===== src/rtl/muldiv_pkg.sv =====
// muldiv_pkg: shared definitions for the iterative multiply/divide unit.
//   OP_*       OpE encodings (MULT, MULTU, DIV, DIVU)
//   state_e    FSM states S_IDLE / S_CALC / S_FIX
//   DIV0_LO    LO value written on divide-by-zero (slice to XLEN)
//   isDivOp / isSignedOp   decode helpers for OpE
package muldiv_pkg;

    localparam logic [1:0] OP_MULT  = 2'b00;
    localparam logic [1:0] OP_MULTU = 2'b01;
    localparam logic [1:0] OP_DIV   = 2'b10;
    localparam logic [1:0] OP_DIVU  = 2'b11;

    typedef enum logic [1:0] {
        S_IDLE = 2'd0,
        S_CALC = 2'd1,
        S_FIX  = 2'd2
    } state_e;

    // Wide enough for any supported XLEN; users slice the low XLEN bits.
    localparam logic [63:0] DIV0_LO = '1;

    function automatic logic isDivOp(input logic [1:0] op);
        return (op == OP_DIV) || (op == OP_DIVU);
    endfunction

    function automatic logic isSignedOp(input logic [1:0] op);
        return (op == OP_MULT) || (op == OP_DIV);
    endfunction

endpackage


===== src/rtl/muldiv_if.sv =====
// muldiv_if: E-stage request/response bundle of the multiply/divide unit.
//   Pipeline -> unit : StartE, OpE, SrcAE, SrcBE, MtHiE, MtLoE, FlushE, HiLoReadD, MulDivD
//   Unit -> pipeline : Hi, Lo, BusyE, StallReq
//   modport master : pipeline / hazard side
//   modport slave  : muldiv_unit side
interface muldiv_if #(
    parameter int unsigned XLEN = 32
);
    logic            StartE;
    logic [1:0]      OpE;
    logic [XLEN-1:0] SrcAE;
    logic [XLEN-1:0] SrcBE;
    logic            MtHiE;
    logic            MtLoE;
    logic            FlushE;
    logic            HiLoReadD;
    logic            MulDivD;
    logic [XLEN-1:0] Hi;
    logic [XLEN-1:0] Lo;
    logic            BusyE;
    logic            StallReq;

    modport master (
        output StartE, OpE, SrcAE, SrcBE, MtHiE, MtLoE, FlushE, HiLoReadD, MulDivD,
        input  Hi, Lo, BusyE, StallReq
    );

    modport slave (
        input  StartE, OpE, SrcAE, SrcBE, MtHiE, MtLoE, FlushE, HiLoReadD, MulDivD,
        output Hi, Lo, BusyE, StallReq
    );

endinterface


===== src/rtl/muldiv_step.sv =====
// muldiv_step: one combinational radix-2 iteration on unsigned magnitudes.
//   acc      in  2*XLEN  multiply: {partial product, remaining multiplier}
//                        divide:   {partial remainder, remaining dividend/quotient}
//   operand  in  XLEN    multiplicand (multiply) or divisor (divide)
//   isDiv    in  1       0 = shift-add multiply, 1 = restoring shift-subtract divide
//   accNext  out 2*XLEN  accumulator after this iteration
module muldiv_step #(
    parameter int unsigned XLEN = 32
) (
    input  logic [2*XLEN-1:0] acc,
    input  logic [XLEN-1:0]   operand,
    input  logic              isDiv,
    output logic [2*XLEN-1:0] accNext
);

    logic [XLEN:0] sum;
    logic [XLEN:0] partial;
    logic [XLEN:0] diff;

    always_comb begin
        // Multiply: add multiplicand into the upper half when the current
        // multiplier bit is set, then shift the whole accumulator right.
        sum     = {1'b0, acc[2*XLEN-1:XLEN]} + (acc[0] ? {1'b0, operand} : '0);
        // Divide: bring in the next dividend bit, trial-subtract the divisor.
        // The remainder is always below the divisor, so XLEN+1 bits suffice
        // and the MSB of diff is the borrow.
        partial = {acc[2*XLEN-1:XLEN], acc[XLEN-1]};
        diff    = partial - {1'b0, operand};
        if (isDiv) begin
            if (diff[XLEN]) begin
                accNext = {partial[XLEN-1:0], acc[XLEN-2:0], 1'b0};
            end else begin
                accNext = {diff[XLEN-1:0], acc[XLEN-2:0], 1'b1};
            end
        end else begin
            accNext = {sum, acc[XLEN-1:1]};
        end
    end

endmodule


===== src/rtl/muldiv_unit.sv =====
// muldiv_unit: iterative MULT/MULTU/DIV/DIVU unit owning the HI/LO registers.
//   clk    in  rising-edge clock
//   rst_n  in  asynchronous active-low reset (clears HI/LO, aborts any operation)
//   bus    muldiv_if.slave: E-stage request, MTHI/MTLO, flush, decode hazard inputs;
//          Hi/Lo/BusyE/StallReq outputs
// Operation: IDLE -> CALC (XLEN steps) -> FIX (sign fix, HI/LO write) -> IDLE.
// Optional build macro MULDIV_EARLY_OUT_EN: a zero multiply operand or zero divisor
// skips CALC, giving one busy cycle instead of XLEN+1.
module muldiv_unit
    import muldiv_pkg::*;
#(
    parameter int unsigned XLEN  = 32,
    parameter int unsigned CNT_W = 6
) (
    input  logic   clk,
    input  logic   rst_n,
    muldiv_if.slave bus
);

    state_e              stateQ, stateD;
    logic [CNT_W-1:0]    cntQ, cntD;
    logic [2*XLEN-1:0]   accQ, accD;
    logic [XLEN-1:0]     operandQ, operandD;
    logic [XLEN-1:0]     dividendQ, dividendD;
    logic                isDivQ, isDivD;
    logic                signAQ, signAD;
    logic                signBQ, signBD;
    logic                divZeroQ, divZeroD;
    logic [XLEN-1:0]     hiQ, hiD;
    logic [XLEN-1:0]     loQ, loD;

    logic                idle;
    logic                startAcc;
    logic                mtWr;
    logic                negA, negB;
    logic [XLEN-1:0]     absA, absB;
    logic                earlyOut;
    logic [2*XLEN-1:0]   stepAcc;
    logic [2*XLEN-1:0]   product;
    logic [XLEN-1:0]     quotient, remainder;
    logic [XLEN-1:0]     resHi, resLo;

    assign idle     = (stateQ == S_IDLE);
    assign startAcc = bus.StartE & ~bus.FlushE & idle;
    assign mtWr     = idle & ~bus.FlushE;

    assign negA = isSignedOp(bus.OpE) & bus.SrcAE[XLEN-1];
    assign negB = isSignedOp(bus.OpE) & bus.SrcBE[XLEN-1];
    assign absA = negA ? -bus.SrcAE : bus.SrcAE;
    assign absB = negB ? -bus.SrcBE : bus.SrcBE;

`ifdef MULDIV_EARLY_OUT_EN
    assign earlyOut = isDivOp(bus.OpE) ? (bus.SrcBE == '0)
                                       : ((bus.SrcAE == '0) || (bus.SrcBE == '0));
`else
    assign earlyOut = 1'b0;
`endif

    muldiv_step #(
        .XLEN(XLEN)
    ) uStep (
        .acc    (accQ),
        .operand(operandQ),
        .isDiv  (isDivQ),
        .accNext(stepAcc)
    );

    // Sign correction of the magnitude result. Signs are recorded only for
    // signed ops, so unsigned ops pass straight through.
    always_comb begin
        product   = (signAQ ^ signBQ) ? -accQ : accQ;
        quotient  = (signAQ ^ signBQ) ? -accQ[XLEN-1:0] : accQ[XLEN-1:0];
        remainder = signAQ ? -accQ[2*XLEN-1:XLEN] : accQ[2*XLEN-1:XLEN];
        if (isDivQ) begin
            if (divZeroQ) begin
                resHi = dividendQ;
                resLo = DIV0_LO[XLEN-1:0];
            end else begin
                resHi = remainder;
                resLo = quotient;
            end
        end else begin
            resHi = product[2*XLEN-1:XLEN];
            resLo = product[XLEN-1:0];
        end
    end

    always_comb begin
        stateD    = stateQ;
        cntD      = cntQ;
        accD      = accQ;
        operandD  = operandQ;
        dividendD = dividendQ;
        isDivD    = isDivQ;
        signAD    = signAQ;
        signBD    = signBQ;
        divZeroD  = divZeroQ;
        hiD       = hiQ;
        loD       = loQ;
        case (stateQ)
            S_IDLE: begin
                if (startAcc) begin
                    isDivD    = isDivOp(bus.OpE);
                    signAD    = negA;
                    signBD    = negB;
                    divZeroD  = (bus.SrcBE == '0);
                    dividendD = bus.SrcAE;
                    cntD      = '0;
                    if (isDivOp(bus.OpE)) begin
                        accD     = {{XLEN{1'b0}}, absA};
                        operandD = absB;
                    end else begin
                        // Early-out multiply has a zero operand: result is zero.
                        accD     = earlyOut ? '0 : {{XLEN{1'b0}}, absB};
                        operandD = absA;
                    end
                    stateD = earlyOut ? S_FIX : S_CALC;
                end
                if (mtWr && bus.MtHiE) begin
                    hiD = bus.SrcAE;
                end
                if (mtWr && bus.MtLoE) begin
                    loD = bus.SrcAE;
                end
            end
            S_CALC: begin
                accD = stepAcc;
                cntD = cntQ + 1'b1;
                if (cntQ == CNT_W'(XLEN - 1)) begin
                    stateD = S_FIX;
                end
            end
            S_FIX: begin
                hiD    = resHi;
                loD    = resLo;
                stateD = S_IDLE;
            end
            default: begin
                stateD = S_IDLE;
            end
        endcase
    end

    always_ff @(posedge clk or negedge rst_n) begin
        if (!rst_n) begin
            stateQ    <= S_IDLE;
            cntQ      <= '0;
            accQ      <= '0;
            operandQ  <= '0;
            dividendQ <= '0;
            isDivQ    <= 1'b0;
            signAQ    <= 1'b0;
            signBQ    <= 1'b0;
            divZeroQ  <= 1'b0;
            hiQ       <= '0;
            loQ       <= '0;
        end else begin
            stateQ    <= stateD;
            cntQ      <= cntD;
            accQ      <= accD;
            operandQ  <= operandD;
            dividendQ <= dividendD;
            isDivQ    <= isDivD;
            signAQ    <= signAD;
            signBQ    <= signBD;
            divZeroQ  <= divZeroD;
            hiQ       <= hiD;
            loQ       <= loD;
        end
    end

    assign bus.Hi       = hiQ;
    assign bus.Lo       = loQ;
    assign bus.BusyE    = ~idle;
    assign bus.StallReq = (~idle | startAcc) & (bus.HiLoReadD | bus.MulDivD);

endmodule


===== src/flat_wrapper.sv =====
// flat-port wrapper written by rule: the top's interface ports become plain ports
module muldiv_unit_flat import muldiv_pkg::*;
#(
    parameter int unsigned XLEN  = 32,
    parameter int unsigned CNT_W = 6
)
  (clk, rst_n, bus_StartE, bus_OpE, bus_SrcAE, bus_SrcBE, bus_MtHiE, bus_MtLoE, bus_FlushE, bus_HiLoReadD, bus_MulDivD, bus_Hi, bus_Lo, bus_BusyE, bus_StallReq);
  muldiv_if #(.XLEN(XLEN)) bus_i ();
  input  logic clk;
  input  logic rst_n;
  input wire logic [$bits(bus_i.StartE)-1:0] bus_StartE;
  input wire logic [$bits(bus_i.OpE)-1:0] bus_OpE;
  input wire logic [$bits(bus_i.SrcAE)-1:0] bus_SrcAE;
  input wire logic [$bits(bus_i.SrcBE)-1:0] bus_SrcBE;
  input wire logic [$bits(bus_i.MtHiE)-1:0] bus_MtHiE;
  input wire logic [$bits(bus_i.MtLoE)-1:0] bus_MtLoE;
  input wire logic [$bits(bus_i.FlushE)-1:0] bus_FlushE;
  input wire logic [$bits(bus_i.HiLoReadD)-1:0] bus_HiLoReadD;
  input wire logic [$bits(bus_i.MulDivD)-1:0] bus_MulDivD;
  output wire logic [$bits(bus_i.Hi)-1:0] bus_Hi;
  output wire logic [$bits(bus_i.Lo)-1:0] bus_Lo;
  output wire logic [$bits(bus_i.BusyE)-1:0] bus_BusyE;
  output wire logic [$bits(bus_i.StallReq)-1:0] bus_StallReq;
  assign bus_i.StartE = bus_StartE;
  assign bus_i.OpE = bus_OpE;
  assign bus_i.SrcAE = bus_SrcAE;
  assign bus_i.SrcBE = bus_SrcBE;
  assign bus_i.MtHiE = bus_MtHiE;
  assign bus_i.MtLoE = bus_MtLoE;
  assign bus_i.FlushE = bus_FlushE;
  assign bus_i.HiLoReadD = bus_HiLoReadD;
  assign bus_i.MulDivD = bus_MulDivD;
  assign bus_Hi = bus_i.Hi;
  assign bus_Lo = bus_i.Lo;
  assign bus_BusyE = bus_i.BusyE;
  assign bus_StallReq = bus_i.StallReq;
  muldiv_unit #(.XLEN(XLEN), .CNT_W(CNT_W)) u_core (.clk(clk), .rst_n(rst_n), .bus(bus_i));
endmodule

===== config.mk =====
export PLATFORM = sky130hd
export DESIGN_NAME = muldiv_unit_flat
export DESIGN_NICKNAME = d
export VERILOG_FILES = /design/src/rtl/muldiv_pkg.sv /design/src/rtl/muldiv_if.sv /design/src/rtl/muldiv_step.sv /design/src/rtl/muldiv_unit.sv /design/src/flat_wrapper.sv
export SDC_FILE = /design/constraint.sdc
export NUM_CORES = 1
export LEC_CHECK = 0
export BUFFER_PORTS_ARGS = -buffer_cell sky130_fd_sc_hd__buf_2
export CORE_MARGIN = 4
export CORE_UTILIZATION = 55
export DETAILED_ROUTE_END_ITERATION = 16
export PLACE_DENSITY = 0.74
export SLEW_MARGIN = 30
export SYNTH_ARGS = -nofsm -noshare
export SYNTH_HDL_FRONTEND = slang
export SYNTH_SLANG_ARGS = --single-unit

===== constraint.sdc =====
create_clock -name clk -period 4.96 [get_ports clk]
set_clock_uncertainty 0.05 [all_clocks]
set_input_delay 0.992 -clock clk [delete_from_list [all_inputs] [get_ports clk]]
set_output_delay 0.992 -clock clk [all_outputs]
set_load 0.02 [all_outputs]

Word level (Yosys, flattened, before mapping):

Cells that the tools add are included.

* flip-flop bits (word level): 204
* bits of input ports: 74
* word-level logic and storage cells: 78
* output and inout port bits: 66

* add/sub/neg operators: 8
* multiplexer cells: 25
* reductions and logical operators: 14
* bitwise logic cells: 11
* equal/unequal tests: 9

Operators with widths (number)
* two-way mux 32 bit: 13
* two-way mux 64 bit: 4
* negation 32 bit: 4
* one-hot mux 32 bit (2 select lines): 2
* one-hot mux 64 bit (2 select lines): 1
* negation 64 bit: 1
* adder 32 x 33 -> 33 bit: 1
* subtractor 33 x 32 -> 33 bit: 1
* logical NOT 32 bit: 1
* one-hot mux 6 bit (2 select lines): 1
* AND reduction 2 bit: 5
* adder 6 x 1 -> 6 bit (second input constant): 1
* AND 1 bit: 6
* == test 2 bit (second input constant): 3
* == test 6 x 5 -> 1 bit (second input constant): 1
* two-way mux 6 bit: 1
* != test 2 bit (second input constant): 3
* logical NOT 2 bit: 2
* two-way mux 2 bit: 2
* one-hot mux 2 bit (2 select lines): 1
* nonzero test 2 bit: 2
* == test 2 x 1 -> 1 bit (second input constant): 1
* logical AND 1 bit: 2
* logical OR 1 bit: 2
* other kinds (4): 6

Longest topological paths before layout:

* depth in word-level cells: 7
* mapped depth: 15
* mapped depth without buffers: 14

Hierarchy:

A second synthesis with hierarchy kept.

* cell total of the unflattened synthesis: 2216
* area total of the unflattened synthesis: 17464.2 um^2

By module, submodules not included
* muldiv_unit: area an instance 12643.4 um^2, cells each 1528, times used 1, sequential area each 5104.9 um^2
* muldiv_step: area an instance 4820.9 um^2, cells each 688, times used 1, sequential area each 0.0 um^2

Worst setup path after synthesis:

OpenSTA, ideal clock, no wires.

* kind: register -> register
* start: register u_core.accQ[31]
* end: register u_core.accQ[54]
* arrival time: 3.354 ns
* setup time: 0.126 ns
* stages on the path, launching flop included: 15
* period minus slack after synthesis: 3.530 ns
* buffers on the path: 1
* required time: 4.784 ns
* setup slack: 1.430 ns
* cells stage by stage: dfrtp_1 > inv_1 > ha_1 > fa_1 > nand2b_1 > a21oi_1 > o41a_1 > a211o_1 > a21o_1 > a41oi_1 > xnor2_1 > clkbuf_1 > mux2i_1 > nor2_1 > a221o_1

* word-level cells in the longest chain between the ends: 4

Ends and longest elaborated chain
* from (decl): line muldiv_unit.sv:22 `logic [2*XLEN-1:0] accQ, accD;`
* from (signal assigned): line muldiv_unit.sv:148 `accQ <= '0;`
* from (signal assigned): line muldiv_unit.sv:160 `accQ <= accD;`
* subtractor 33 x 32 -> 33 bit: line muldiv_step.sv:28 `diff = partial - {1'b0, operand};`
* two-way mux 64 bit: line muldiv_step.sv:30 `if (diff[XLEN]) begin`
* two-way mux 64 bit: line muldiv_step.sv:29 `if (isDiv) begin`
* one-hot mux 64 bit (2 select lines): line muldiv_unit.sv:100 `case (stateQ)`

Every way passes these cells.
A chain may end at the register's enable or synchronous reset.

Final worst setup path:

* start: register u_core.accQ[0]
* end: register u_core.accQ[63]

* word-level cells in the longest chain between the ends: 4

Ends and longest elaborated chain
* two-way mux 32 bit: line muldiv_step.sv:23 `sum = {1'b0, acc[2*XLEN-1:XLEN]} + (acc[0] ? {1'b0, operand} : '0);`
* adder 32 x 33 -> 33 bit: line muldiv_step.sv:23
* two-way mux 64 bit: line muldiv_step.sv:29
* one-hot mux 64 bit (2 select lines): line muldiv_unit.sv:100

Every way passes these cells.

==> reports/qor.txt <==
worst endpoint required time -> 5.34 ns
Num CTS Buffers -> 25
All-Layer GR Usage -> 0.349
die span in x -> 182 um
routed vias/inst -> 6.56
FMAX -> 234 MHz
ANT cells -> 0
Post-CTS Setup Bufs -> 0
Leak -> 8.11 nW
final setup TNS -> 0 ns
Total Wirelength -> 60.7 mm
critical path data arrival time -> 4.66 ns
DR WL/cell -> 23.8 um
Fin Hold WS -> 0.424 ns
power density over cell area -> 690 nW/um^2
warnings from Yosys -> 0
DP Area -> 17600 um^2
initial antenna violation count -> 0
worst skew pair latency -> 0.56 ns
num rows -> 63
clk sink count -> 204
Initial Util -> 0.561
peak supply drop -> 0.693 mV
Final Hold Vio Count -> 0
dpl hpwl -> 44.5 mm
syn nets -> 2250
FFs w/ async S/R, synth -> 1.00
vias in the first global route -> 15382
EDFF count, synth -> 0
Placer Congestion -> 0.983
# nets final -> 2289
DRC -> 0
Main synth FF type -> dfrtp_1
I/O Buffers -> 139
Initial DRT Pass Iterations -> 6
most frequent cells in the layout -> 268 x nand2_1, 202 x dfrtp_1, 194 x a21oi_1
Mapped Area -> 16700 um^2
post-synth cell types -> 80
worst min-delay path class -> reg2reg
vias -> 16724
commonest non-fill, non-tap cell in the layout -> nand2_1
Crit. End Element -> flip-flop
max incr delay on CP -> 0.73 ns
number of gates resized after CTS -> 0
first-pass GRT wire length -> 91.4 mm
Seq/Total Area, Yosys -> 0.305
Setup Viol. Count Final -> 0
clock root cell -> clkbuf_16
fin crit share -> 0.862
CTS tree -> built
worst-margin pin slew -> 0.942 ns
initial DRC count -> 1980
full die area -> 33300 um^2
share of layout cells above drive strength 1 -> 0.117
Hold-fix buffers, CTS -> 0
Ports -> 140
crit path kind -> reg2reg
max-cap viol count -> 0
finished layout cell area -> 18400 um^2
Syn Inst Count -> 2105
Post-Syn Area per Cell -> 7.94 um^2
Core Util, Final -> 0.618
Slew HR -> 0.371
Longest Clk Path Bufs -> 3
Yosys reg bits -> 204
die height -> 182 um
DRT antenna net count -> 0
Core Box Area -> 29800 um^2
CP Launch Type -> flip-flop
RSZ-0062 raised after global routing -> false
Final Max Slew Viols -> 0
Clk pin slew, worst setup/hold paths -> 0.06 ns
largest net degree at the start of global routing -> 107
flop2flop setup slack -> 0.68 ns
Worst Path Max Fanout -> 15
total grt overflow -> 0
area delta synth->final -> 10.1%
Crit-path slowest cell -> a311oi_1
total power -> 12.7 mW
Final min period -> 4.28 ns
status -> finished, final reports clean
CTS H-tree lvls -> 1
critical-path cell list -> inv_1 > nor2_1 > ha_1 > o211ai_1 > a21oi_1 > a211oi_1 > o21ai_0 > a31oi_1 > o31ai_1 > a311oi_1 > a21oi_1 > o211ai_1 > a31oi_1
critical path: cells and delay by family, from the launching register on:
kind	cells	cell delay, ns
fa+ha+maj	1	0.37
buf+inv	1	0.43
flops	1	0.46
compound gates	10	2.72
simple gates	1	0.11
report_power, final:
part	leakage [nW]	total, mW	switching (mW)	internal (mW)
Clock	0.387	1.80	0.767	1.03
Sequential	2.49	3.29	1.00	2.29
Combinational	5.24	7.62	4.47	3.15
synth_stat cells (9+ instances only):
master	n	area [um^2]
or3_1	16	100
o21ai_0	188	941
nand4_1	12	75.1
nand2b_1	18	113
a21oi_1	194	971
a21o_1	41	308
o211ai_1	40	300
o31ai_1	20	150
and2_1	10	62.6
a211oi_1	37	278
a22o_1	12	105
mux2i_1	54	541
a22oi_1	18	135
and3_1	11	68.8
nor2_1	166	623
buf_1	10	37.5
ha_1	69	863
nor4_1	12	75.1
a31oi_1	25	156
nor3_1	34	170
inv_1	72	270
or4_1	9	67.6
o21bai_1	10	75.1
clkbuf_1	132	495
xor2_1	98	858
a222oi_1	26	260
a221o_1	35	350
xnor2_1	107	937
dfrtp_1	204	5100
nand3_1	31	155
nor2b_1	14	87.6
nand2_1	268	1010
o41ai_1	9	78.8
flip-flops by register name, indices dropped and copies added (netlist names), 2 cells and up:
signal and flops:
u_core.accQ 64, u_core.bus.Hi 32, u_core.bus.Lo 32, u_core.dividendQ 32, u_core.operandQ 32, u_core.cntQ 6
u_core.stateQ 2
final timing paths:
| check | startpoint | end | cells after the start |
|---|---|---|---|
| setup / recovery | u_core.accQ[0]$_DFFE_PN0P_ | u_core.accQ[63]$_DFFE_PN0P_ | 13 |
| hold / removal | u_core.dividendQ[8]$_DFFE_PN0P_ | u_core.dividendQ[8]$_DFFE_PN0P_ | 2 |
| setup reg to reg | u_core.accQ[0]$_DFFE_PN0P_ | u_core.accQ[63]$_DFFE_PN0P_ | 13 |
| hold reg to reg | u_core.dividendQ[8]$_DFFE_PN0P_ | u_core.dividendQ[8]$_DFFE_PN0P_ | 2 |
| max in group asynchronous | rst_n | u_core.isDivQ$_DFFE_PN0P_ | 2 |
| min in group asynchronous | rst_n | u_core.dividendQ[17]$_DFFE_PN0P_ | 1 |
stage by stage:
| step | instances | worst slack (ns) |
|---|---|---|
| detailed placement | 2506 | 0.831 |
| floorplan | 2105 | 1.43 |
| global placement | 2506 | 1.02 |
| finish | 2548 | 0.682 |
| CTS | 2547 | 0.784 |
| global route | 2548 | 0.409 |
logic make-up after synthesis:
| logic type | Yosys count | synth area share |
|---|---|---|
| compound gates | 700 | 0.268 |
| simple gates | 631 | 0.172 |
| buf+inv | 232 | 0.0559 |
| xor+xnor | 205 | 0.107 |
| flops | 204 | 0.305 |
| fa+ha+maj | 71 | 0.0540 |
| mux | 62 | 0.0377 |
cell type report:
cell class | instances | area [um^2]
inverter | 74 | 279
timing repair buffer | 170 | 993
multi-input combinational | 1669 | 10800
clock buffer | 31 | 688
sequential | 204 | 5110
tap | 390 | 488
clock inverter | 10 | 95.1
fill | 2691 | 11400
per-layer routing:
metal	GRT usage	vias to the layer above	part of all wire
met1	0.494	7940	0.41
li1	-	7654	-
met5	0	-	0
met2	0.514	984	0.43
met3	0.0714	146	0.11
met4	0.163	0	0.053
Note: power is estimated with default switching activity, not from simulation.
